===== src/rtl/status_register_unit_pkg.sv =====
// Shared status-flag constants and types used by the ALU, the condition check
// and the status register unit.
package status_register_unit_pkg;

  localparam int unsigned STATUS_LEN    = 4;
  localparam int unsigned CNT_WIDTH_DEF = 8;

  // Bit positions inside the {z, c, n, v} status word
  localparam int unsigned FLAG_Z = 3;
  localparam int unsigned FLAG_C = 2;
  localparam int unsigned FLAG_N = 1;
  localparam int unsigned FLAG_V = 0;

  localparam logic [STATUS_LEN-1:0] STATUS_RESET = 4'b0000;

  typedef struct packed {
    logic z;
    logic c;
    logic n;
    logic v;
  } status_t;

  function automatic logic [STATUS_LEN-1:0] pack_status(input logic z, input logic c,
                                                        input logic n, input logic v);
    status_t s;
    s.z = z;
    s.c = c;
    s.n = n;
    s.v = v;
    return STATUS_LEN'(s);
  endfunction

endpackage


===== src/rtl/status_register_unit_sat_counter.sv =====
// Saturating up-counter with synchronous active-high reset; holds at all-ones.
module sat_counter #(
  parameter int unsigned WIDTH = 8
) (
  input  logic             clk,
  input  logic             rst,
  input  logic             i_en,
  output logic [WIDTH-1:0] o_count
);

  localparam logic [WIDTH-1:0] COUNT_MAX = '1;

  logic [WIDTH-1:0] r_count;
  logic             w_can_inc;

  assign w_can_inc = i_en & (r_count != COUNT_MAX);

  always_ff @(posedge clk) begin
    if (rst) begin
      r_count <= '0;
    end else if (w_can_inc) begin
      r_count <= r_count + WIDTH'(1);
    end
  end

  assign o_count = r_count;

endmodule


===== src/rtl/status_register_unit.sv =====
// Architectural NZCV status register with EXE-stage commit, ID-stage bypass or
// condition-hazard stall, and a saturating flag-update counter for debug.
module status_register_unit #(
  parameter int unsigned STATUS_LEN = status_register_unit_pkg::STATUS_LEN,
  parameter int unsigned FORWARD_EN = 1,
  parameter int unsigned CNT_WIDTH  = status_register_unit_pkg::CNT_WIDTH_DEF
) (
  input  logic                  clk,
  input  logic                  rst,
  input  logic                  id_valid,
  input  logic                  id_s,
  input  logic                  id_cond_used,
  input  logic                  freeze,
  input  logic                  flush,
  input  logic [STATUS_LEN-1:0] alu_status,
  output logic [STATUS_LEN-1:0] status_to_cond,
  output logic [STATUS_LEN-1:0] status_reg_out,
  output logic                  cond_hazard,
  output logic                  exe_s_pending,
  output logic [CNT_WIDTH-1:0]  update_count
);

  import status_register_unit_pkg::*;

  logic                  r_exe_s_pending;
  logic [STATUS_LEN-1:0] r_status_reg;
  logic                  w_cond_hazard;
  logic                  w_advance;
  logic                  w_commit;
  logic [STATUS_LEN-1:0] w_status_to_cond;

  // Bypass the in-flight EXE flags, or stall ID while they are still pending
  always_comb begin
    w_cond_hazard    = 1'b0;
    w_status_to_cond = r_status_reg;
    if (FORWARD_EN != 0) begin
      if (r_exe_s_pending) begin
        w_status_to_cond = alu_status;
      end
    end else begin
      w_cond_hazard = id_valid & id_cond_used & r_exe_s_pending;
    end
  end

  assign w_advance = ~freeze & ~w_cond_hazard;
  assign w_commit  = r_exe_s_pending & ~freeze;

  // S bit of the instruction in EXE; freeze beats flush, flush beats advance
  always_ff @(posedge clk) begin
    if (rst) begin
      r_exe_s_pending <= 1'b0;
    end else if (!freeze && flush) begin
      r_exe_s_pending <= 1'b0;
    end else if (w_advance) begin
      r_exe_s_pending <= id_valid & id_s;
    end
  end

  // Commit happens on the single unfrozen edge that moves the setter out of EXE
  always_ff @(posedge clk) begin
    if (rst) begin
      r_status_reg <= STATUS_LEN'(STATUS_RESET);
    end else if (w_commit) begin
      r_status_reg <= alu_status;
    end
  end

  sat_counter #(
    .WIDTH (CNT_WIDTH)
  ) u_update_cnt (
    .clk     (clk),
    .rst     (rst),
    .i_en    (w_commit),
    .o_count (update_count)
  );

  assign status_to_cond = w_status_to_cond;
  assign status_reg_out = r_status_reg;
  assign cond_hazard    = w_cond_hazard;
  assign exe_s_pending  = r_exe_s_pending;

endmodule


===== config.mk =====
export PLATFORM = sky130hd
export DESIGN_NAME = status_register_unit
export DESIGN_NICKNAME = d
export VERILOG_FILES = /design/src/rtl/status_register_unit_pkg.sv /design/src/rtl/status_register_unit_sat_counter.sv /design/src/rtl/status_register_unit.sv
export SDC_FILE = /design/constraint.sdc
export NUM_CORES = 1
export LEC_CHECK = 0
export BUFFER_PORTS_ARGS = -buffer_cell sky130_fd_sc_hd__buf_2
export CAP_MARGIN = 5
export CORE_MARGIN = 2
export CORE_UTILIZATION = 35
export CTS_CLUSTER_DIAMETER = 60
export DETAILED_ROUTE_END_ITERATION = 10
export MAX_ROUTING_LAYER = met4
export PLACE_DENSITY = 0.6
export SLEW_MARGIN = 20
export SYNTH_ARGS = -nofsm -noshare
export SYNTH_HDL_FRONTEND = slang
export SYNTH_HIERARCHICAL = 1
export SYNTH_SLANG_ARGS = --single-unit
export TNS_END_PERCENT = 30

===== constraint.sdc =====
create_clock -name clk -period 3.1 [get_ports clk]
set_input_delay 0.62 -clock clk [delete_from_list [all_inputs] [get_ports clk]]
set_output_delay 0.62 -clock clk [all_outputs]
set_load 0.05 [all_outputs]

# After elaboration in Yosys (flattened, before gate mapping)

Index checks and enable logic that the tools add are counted.

Word-level logic and storage cells: 13
Output and inout bits: 18
Flip-flop bits (word level): 13
Input port bits: 11

Multiplexer cells: 1
$add $sub $neg: 1
Bitwise logic cells: 4
Reductions and logical operators: 3
Equal/unequal tests: 1

Operators with widths:

| operator              | count |
|---|---|
| $add A8 B1 Y8 const B | 1 |
| $ne A8 B8 Y1 const B  | 1 |
| $mux W4               | 1 |
| $and A1 B1 Y1         | 3 |
| $reduce_or A2 Y1      | 1 |
| $logic_and A1 B1 Y1   | 1 |
| $logic_not A1 Y1      | 1 |
| $not A1 Y1            | 1 |

# Depth between registers and ports, before layout

Gate-level depths: netlist of the first run.

Depth after elaboration: 3
Depth in mapped cells: 5
Mapped depth without buffers: 4

# Modules after synthesis

Netlist of the first run, hierarchy kept.

Modules (own cells, without submodules):

| module               | cells an instance | area an instance (µm²) | times used | seq. area each (µm²) |
|---|---|---|---|---|
| sat_counter          | 46                | 430.4                  | 1          | 160.2 |
| status_register_unit | 24                | 249.0                  | 1          | 100.1 |

# Worst setup path before layout of the first run

OpenSTA, ideal clock, no wires.

Path type: register to output
From: reg r_exe_s_pending (netlist: exe_s_pending)
To: out status_to_cond[0]
Slack: 1246 ps
Cell stages (with the launch flop): 2
Path buffers: 0
Data required time: 2480 ps
Data arrival time: 1234 ps
Path through: dfxtp_1 -> mux2_2

Word-level cells in the longest chain between the ends: 1

RTL lines:

| what                   | RTL line                   | source |
|---|---|---|
| from (decl)            | status_register_unit.sv:25 | `logic r_exe_s_pending;` |
| from (signal assigned) | status_register_unit.sv:55 | `r_exe_s_pending <= id_valid & id_s;` |
| $mux W4                | status_register_unit.sv:37 | `if (r_exe_s_pending) begin` |
| to (decl)              | status_register_unit.sv:16 | `output logic [STATUS_LEN-1:0] status_to_cond,` |

No other way between the ends.

# Worst setup path after layout of the first run

From: reg r_exe_s_pending (netlist: exe_s_pending)
To: out status_to_cond[1]

Same word-level chain as after synthesis.

==> results of run 1 <==
## final cells by class
class,instances,area [um^2],share of cell area (%)
clock buffer,4,26.3,3.14
inverter,1,3.75,0.448
multi-input combinational,53,385,46.0
sequential,13,260,31.1
tap,25,31.3,3.74
timing repair buffer,26,130,15.5
## flip-flops by register name (all words and copies together) (netlist names)
| register | flops |
|---|---|
| u_update_cnt/o_count | 8 |
| exe_s_pending | 1 |
| status_reg_out | 4 |
## where the power goes
| group | internal (uW) | switching [uW] | total [uW] |
|---|---|---|---|
| logic | 9.64 | 18.9 | 28.6 |
| registers | 168 | 1.27 | 169 |
| clock network | 49.8 | 52.5 | 102 |
## metrics by stage
step	hold slack, ns	worst slack, ns
6_report	0.509	1.17
5_1_grt	0.544	1.09
4_1_cts	0.516	1.15
3_5_place_dp	0.505	1.15
3_3_place_gp	0.492	1.16
2_1_floorplan	0.692	1.25
## critical path: stages, from the launching register on
cell	delay, ns
dfxtp_1	0.47
mux2_2	0.36
buf_2	0.21
## path summary, 6_finish.rpt
path | start | end | slack, ns | cells after the start
setup / recovery | exe_s_pending | status_to_cond[1] | 1.17 | 2
hold / removal | u_update_cnt/o_count[1] | u_update_cnt/o_count[1] | 0.51 | 2
setup reg to reg | exe_s_pending | u_update_cnt/o_count[3] | 1.44 | 4
hold reg to reg | u_update_cnt/o_count[1] | u_update_cnt/o_count[1] | 0.51 | 2
## routing by layer
metal  global-route usage (%)  share of wire (%)  routed length [um]
met4                     3.24               0.93                  13
met3                     6.79                6.4                  90
met1                     15.1                 45                 635
met5                        -                  0                   0
met2                     24.3                 47                 657
## cell families after synthesis
| kind of cell | Yosys count | synth area share (%) |
|---|---|---|
| compound gates | 16 | 17.1 |
| fa+ha+maj | 1 | 1.84 |
| buf+inv | 4 | 4.97 |
| flops | 13 | 38.3 |
| mux | 10 | 16.2 |
| other cells | 1 | 0.552 |
| simple gates | 25 | 21.0 |
## Yosys cell counts, types with 2 or more instances
cell type / n / area (um^2)
a211oi_1: 2 / 15.0
a21oi_1: 6 / 30.0
and4_1: 2 / 17.5
buf_6: 2 / 22.5
dfxtp_1: 13 / 260
mux2_2: 4 / 45.0
mux2i_1: 5 / 50.1
nand2_1: 5 / 18.8
nand3_1: 2 / 10.0
nand4_1: 2 / 12.5
nor2_1: 6 / 22.5
nor3_1: 2 / 10.0
o21bai_1: 2 / 15.0
## cells in the final DEF (no fill, tap or decap), drive strengths merged
cell type   n
a211oi      2
a21boi      2
a21oi       6
a311oi      1
a31oi       1
and2b       2
and3        1
and4        2
buf        26
clkbuf      4
conb        1
dfxtp      13
ha          1
inv         1
mux2        5
mux2i       5
nand2       5
nand2b      1
nand3       2
nand4       2
nor2        6
nor3        2
nor4bb      1
o21ai       1
o21bai      2
o311a       1
or3         1
==> results.sh, run 1 <==
export IMPL_hold_buffers=0
export IMPL_syn_area_um2=679
export IMPL_syn_inst=70
export IMPL_powerDensity_nw_per_um2=358
export IMPL_grt_pass1_vias=535
export IMPL_clk_latency_ns=0.27
export IMPL_synth_edff_count=0
export IMPL_grt_max_degree=14
export IMPL_cts_max_level=1
export IMPL_die_area_um2=2310
export IMPL_clock_sinks=13
export IMPL_grt_setup_unrepaired="false"
export IMPL_finalWirelength_um=1400
export IMPL_fin_skew_ns=0.00220
export IMPL_remaining_drc_errors=0
export IMPL_ys_seq_area_share_pct=38.3
export IMPL_grt_usage_pct=14.3
export IMPL_cts_resized_gates=0
export IMPL_post_cts_buffers=0
export IMPL_area_delta_synth_final_pct=23.2
export IMPL_finalSetupTns_ns=0
export IMPL_cp_start_kind="register"
export IMPL_drive_above_1_share_pct=39.2
export IMPL_dp_cells=118
export IMPL_critical_path_arrival_ns=1.31
export IMPL_syn_avg_cell_area_um2=9.71
export IMPL_hold_path_class="reg -> reg"
export IMPL_drv_slew=0
export IMPL_overflow=0
export IMPL_die_w_um=48.1
export IMPL_drtPass1Iterations=4
export IMPL_route_vias_total=622
export IMPL_num_io_pins=29
export IMPL_dpl_cell_area_um2=811
export IMPL_diodes=0
export IMPL_grt_first_pass_wirelength_um=2200
export IMPL_die_y_um=48.1
export IMPL_max_freq_mhz=518
export IMPL_hold_viol_final=0
export IMPL_clockBufferDepth=2
export IMPL_antenna_found_initial=0
export IMPL_design_core_area_um2=1780
export IMPL_drv_cap=0
export IMPL_cts_buffers=3
export IMPL_cp_max_fo=7
export IMPL_synth_ff_type="dfxtp_1"
export IMPL_final_nets=110
export IMPL_wire_per_inst_um=11.5
export IMPL_crit_required_ns=2.48
export IMPL_fin_util_pct=46.9
export IMPL_fin_crit_sh_pct=62.2
export IMPL_critPathKind="reg -> out"
export IMPL_power_uw=300
export IMPL_total_leakage_power_uw=0.000376
export IMPL_fin_area_um2=837
export IMPL_rows=15
export IMPL_ir_drop_mv=0.257
export IMPL_syn_nets=82
export IMPL_status="complete, no violations"
export IMPL_yosysUniqueCellTypes=30
export IMPL_num_fill_cells=187
export IMPL_antenna_left=0
export IMPL_async_flop_share_pct=0
export IMPL_synth_seq_cells=13
export IMPL_setup_viol=0
export IMPL_ys_warn_count=6
export IMPL_drtIter0Drc=7
export IMPL_cp_end_kind="output port"
export IMPL_place_hpwl_um=1020
export IMPL_start_util_pct=38.1
export IMPL_cts_tree="built"
export IMPL_via_per_inst=5.10
export IMPL_path_clk_slew_ns=0.08
export IMPL_final_min_clock_period_ns=1.93
export IMPL_cts_root_buf="clkbuf_4"
export IMPL_fin_cells=122
export IMPL_port_buffers=26
export IMPL_gp_congestion=0.764
Power figures use the tool's default switching activity.
==> inputs of run 2 (changes only) <==
--- a/config.mk
+++ b/config.mk
@@ -5,6 +5,7 @@
 export SDC_FILE = /design/constraint.sdc
 export NUM_CORES = 1
 export LEC_CHECK = 0
+export ABC_AREA = 1
 export BUFFER_PORTS_ARGS = -buffer_cell sky130_fd_sc_hd__buf_2
 export CAP_MARGIN = 5
 export CORE_MARGIN = 2
@@ -12,7 +13,7 @@
 export CTS_CLUSTER_DIAMETER = 60
 export DETAILED_ROUTE_END_ITERATION = 10
 export MAX_ROUTING_LAYER = met4
-export PLACE_DENSITY = 0.6
+export PLACE_DENSITY = 0.58
 export SLEW_MARGIN = 20
 export SYNTH_ARGS = -nofsm -noshare
 export SYNTH_HDL_FRONTEND = slang
==> constraint.sdc (replaced) <==
create_clock -name clk -period 1.9 [get_ports clk]
set_input_delay 0.38 -clock clk [delete_from_list [all_inputs] [get_ports clk]]
set_output_delay 0.38 -clock clk [all_outputs]
set_load 0.05 [all_outputs]
==> results.sh, run 2 <==
export IMPL_status="complete, no violations"
export IMPL_synth_xor_area_share_pct=0
export IMPL_syn_avg_cell_area_um2=6.20
export IMPL_synth_top_cell_by_area="dfxtp_1"
export IMPL_final_min_clock_period_ns=1.68
export IMPL_rows=16
export IMPL_dp_cells=172
export IMPL_met1_length_um=828
export IMPL_cp_start_kind="register"
export IMPL_synthAdderAreaFrac_pct=1.65
export IMPL_swShare_pct=32.8
export IMPL_max_freq_mhz=595
export IMPL_combinationalPowerShare_pct=20.0
export IMPL_num_fill_cells=242
export IMPL_ir_drop_mv=0.270
export IMPL_synth_top_area_share_pct=34.4
export IMPL_cp_max_fo=8
export IMPL_final_common_cell="nand2_1"
export IMPL_num_io_pins=29
export IMPL_grt_first_pass_wirelength_um=2520
export IMPL_overflow=0
export IMPL_drv_cap=0
export IMPL_synth_ff_type="dfxtp_1"
export IMPL_fin_cells=176
export IMPL_drtPass1Iterations=5
export IMPL_cts_buffers=3
export IMPL_synthTopCellsByArea="dfxtp_1 (34%), nand2_1 (16%), nor2_1 (11%), inv_1 (7.9%), nand3_1 (7.3%)"
export IMPL_syn_nets=134
export IMPL_port_buffers=26
export IMPL_synth_edff_count=0
export IMPL_cts_root_buf="clkbuf_4"
export IMPL_drive_above_1_share_pct=26.2
export IMPL_async_flop_share_pct=0
export IMPL_antenna_left=0
export IMPL_finalWirelength_um=1650
export IMPL_post_cts_buffers=0
export IMPL_antenna_found_initial=0
export IMPL_ff2ff_setup_slack_ns=0.42
export IMPL_die_area_um2=2550
export IMPL_crit_required_ns=1.52
export IMPL_hold_viol_final=0
export IMPL_synth_top_family_by_area="simple AND/OR/NAND/NOR gates"
export IMPL_design_core_area_um2=2000
export IMPL_fin_util_pct=46.0
export IMPL_grt_pass1_vias=594
export IMPL_synth_seq_cells=13
export IMPL_critPathKind="reg -> out"
export IMPL_syn_inst=122
export IMPL_p_sw_uw=191
export IMPL_r2r_start="exe_s_pending"
export IMPL_diodes=0
export IMPL_top_layer="met4"
export IMPL_area_delta_synth_final_pct=21.7
export IMPL_ys_warn_count=6
export IMPL_grt_max_degree=16
export IMPL_setup_viol=0
export IMPL_dp_worst_setup_slack_ns=0.451
export IMPL_remaining_drc_errors=0
export IMPL_final_nets=162
export IMPL_route_met3_wl_um=79
export IMPL_clk_latency_ns=0.28
export IMPL_synth_most_common_cell="nand2_1"
export IMPL_grt_usage_pct=13.6
export IMPL_cts_tree="built"
export IMPL_power_frac_clock_pct=30.6
export IMPL_syn_area_um2=757
export IMPL_via_per_inst=4.40
export IMPL_drv_slew=0
export IMPL_hold_path_class="in -> reg"
export IMPL_synth_compound_area_share_pct=7.93
export IMPL_fin_crit_sh_pct=88.5
export IMPL_cts_resized_gates=0
export IMPL_start_util_pct=37.8
export IMPL_synth_commonest_cells="nand2_1 (32), nor2_1 (23), inv_1 (16)"
export IMPL_synth_mux_area_share_pct=0
export IMPL_grt_setup_unrepaired="false"
export IMPL_cts_max_level=1
export IMPL_setup_slack_ns=0.219
export IMPL_ys_seq_area_share_pct=34.4
export IMPL_clock_sinks=13
export IMPL_largest_register_ffs=8
export IMPL_synth_simple_area_share_pct=42.6
export IMPL_clockBufferDepth=2
export IMPL_final_cell_mix="nand2_1 (32), buf_2 (26), nor2_1 (23), inv_1 (16), dfxtp_1 (13)"
export IMPL_place_hpwl_um=1220
export IMPL_total_leakage_power_uw=0.000484
export IMPL_powerDensity_nw_per_um2=632
export IMPL_wl_met2_um=715
export IMPL_wire_per_inst_um=9.36
export IMPL_p_int_uw=391
export IMPL_drtIter0Drc=5
export IMPL_cp_end_kind="output port"
export IMPL_fin_skew_ns=0.000883
export IMPL_route_vias_total=774
export IMPL_die_y_um=50.5
export IMPL_hold_buffers=0
export IMPL_hp_start="alu_status[0]"
export IMPL_yosysUniqueCellTypes=18
export IMPL_die_w_um=50.5
export IMPL_critical_path_arrival_ns=1.30
export IMPL_gp_congestion=0.736
export IMPL_critPathLaunch="exe_s_pending"
export IMPL_path_clk_slew_ns=0.09
export IMPL_pwr_share_seq_pct=49.4
-- run 2: cells by family after synthesis --
group,Yosys count
compound gates,12
fa+ha+maj,1
buf+inv,22
flops,13
other cells,1
simple gates,73
-- run 2: worst max-delay path, stage by stage (launching register included) --
cell	delay, ns
dfxtp_1	0.48
inv_2	0.14
o21ai_1	0.14
buf_2	0.27
-- run 2: layout make-up --
type	instances	area (um^2)	area share, %
Multi-Input combinational cell	87	399	43.3
Timing Repair Buffer	26	130	14.1
Clock buffer	4	26.3	2.85
Sequential cell	13	260	28.3
Tap cell	27	33.8	3.67
Inverter	19	71.3	7.74
-- run 2: per-stage QoR --
step | total power, uW | TNS [ns] | instance area [um^2] | hold slack, ns
after floorplan | 383 | -0.402 | 757 | 0.515
after global placement | 410 | 0 | 895 | 0.466
after detailed placement | 411 | 0 | 895 | 0.475
after CTS | 593 | 0 | 921 | 0.337
after global routing | 613 | 0 | 921 | 0.359
final | 582 | 0 | 921 | 0.348
-- run 2: final timing paths --
kind                                           endpoint  cells after the start
worst min-delay path                  status_reg_out[0]                      3
worst min register to register  u_update_cnt/o_count[6]                      2
worst max-delay path                  status_to_cond[1]                      3
worst max register to register  u_update_cnt/o_count[4]                      7
-- run 2: layer usage --
layer	global-route usage (%)	vias up
li1	-	422
met2	20.6	20
met5	-	-
met3	3.57	2
met4	6.76	0
met1	16.6	330
-- run 2: power groups by stage --
| stage | Sequential [uW] | Combinational [uW] | Clock (uW) |
|---|---|---|---|
| 6_report | 287 | 117 | 178 |
| 3_5_place_dp | 294 | 117 | 0 |
| 2_1_floorplan | 318 | 64.7 | 0 |
| 4_1_cts | 288 | 117 | 188 |
| 5_1_grt | 289 | 126 | 198 |
| 3_3_place_gp | 294 | 116 | 0 |
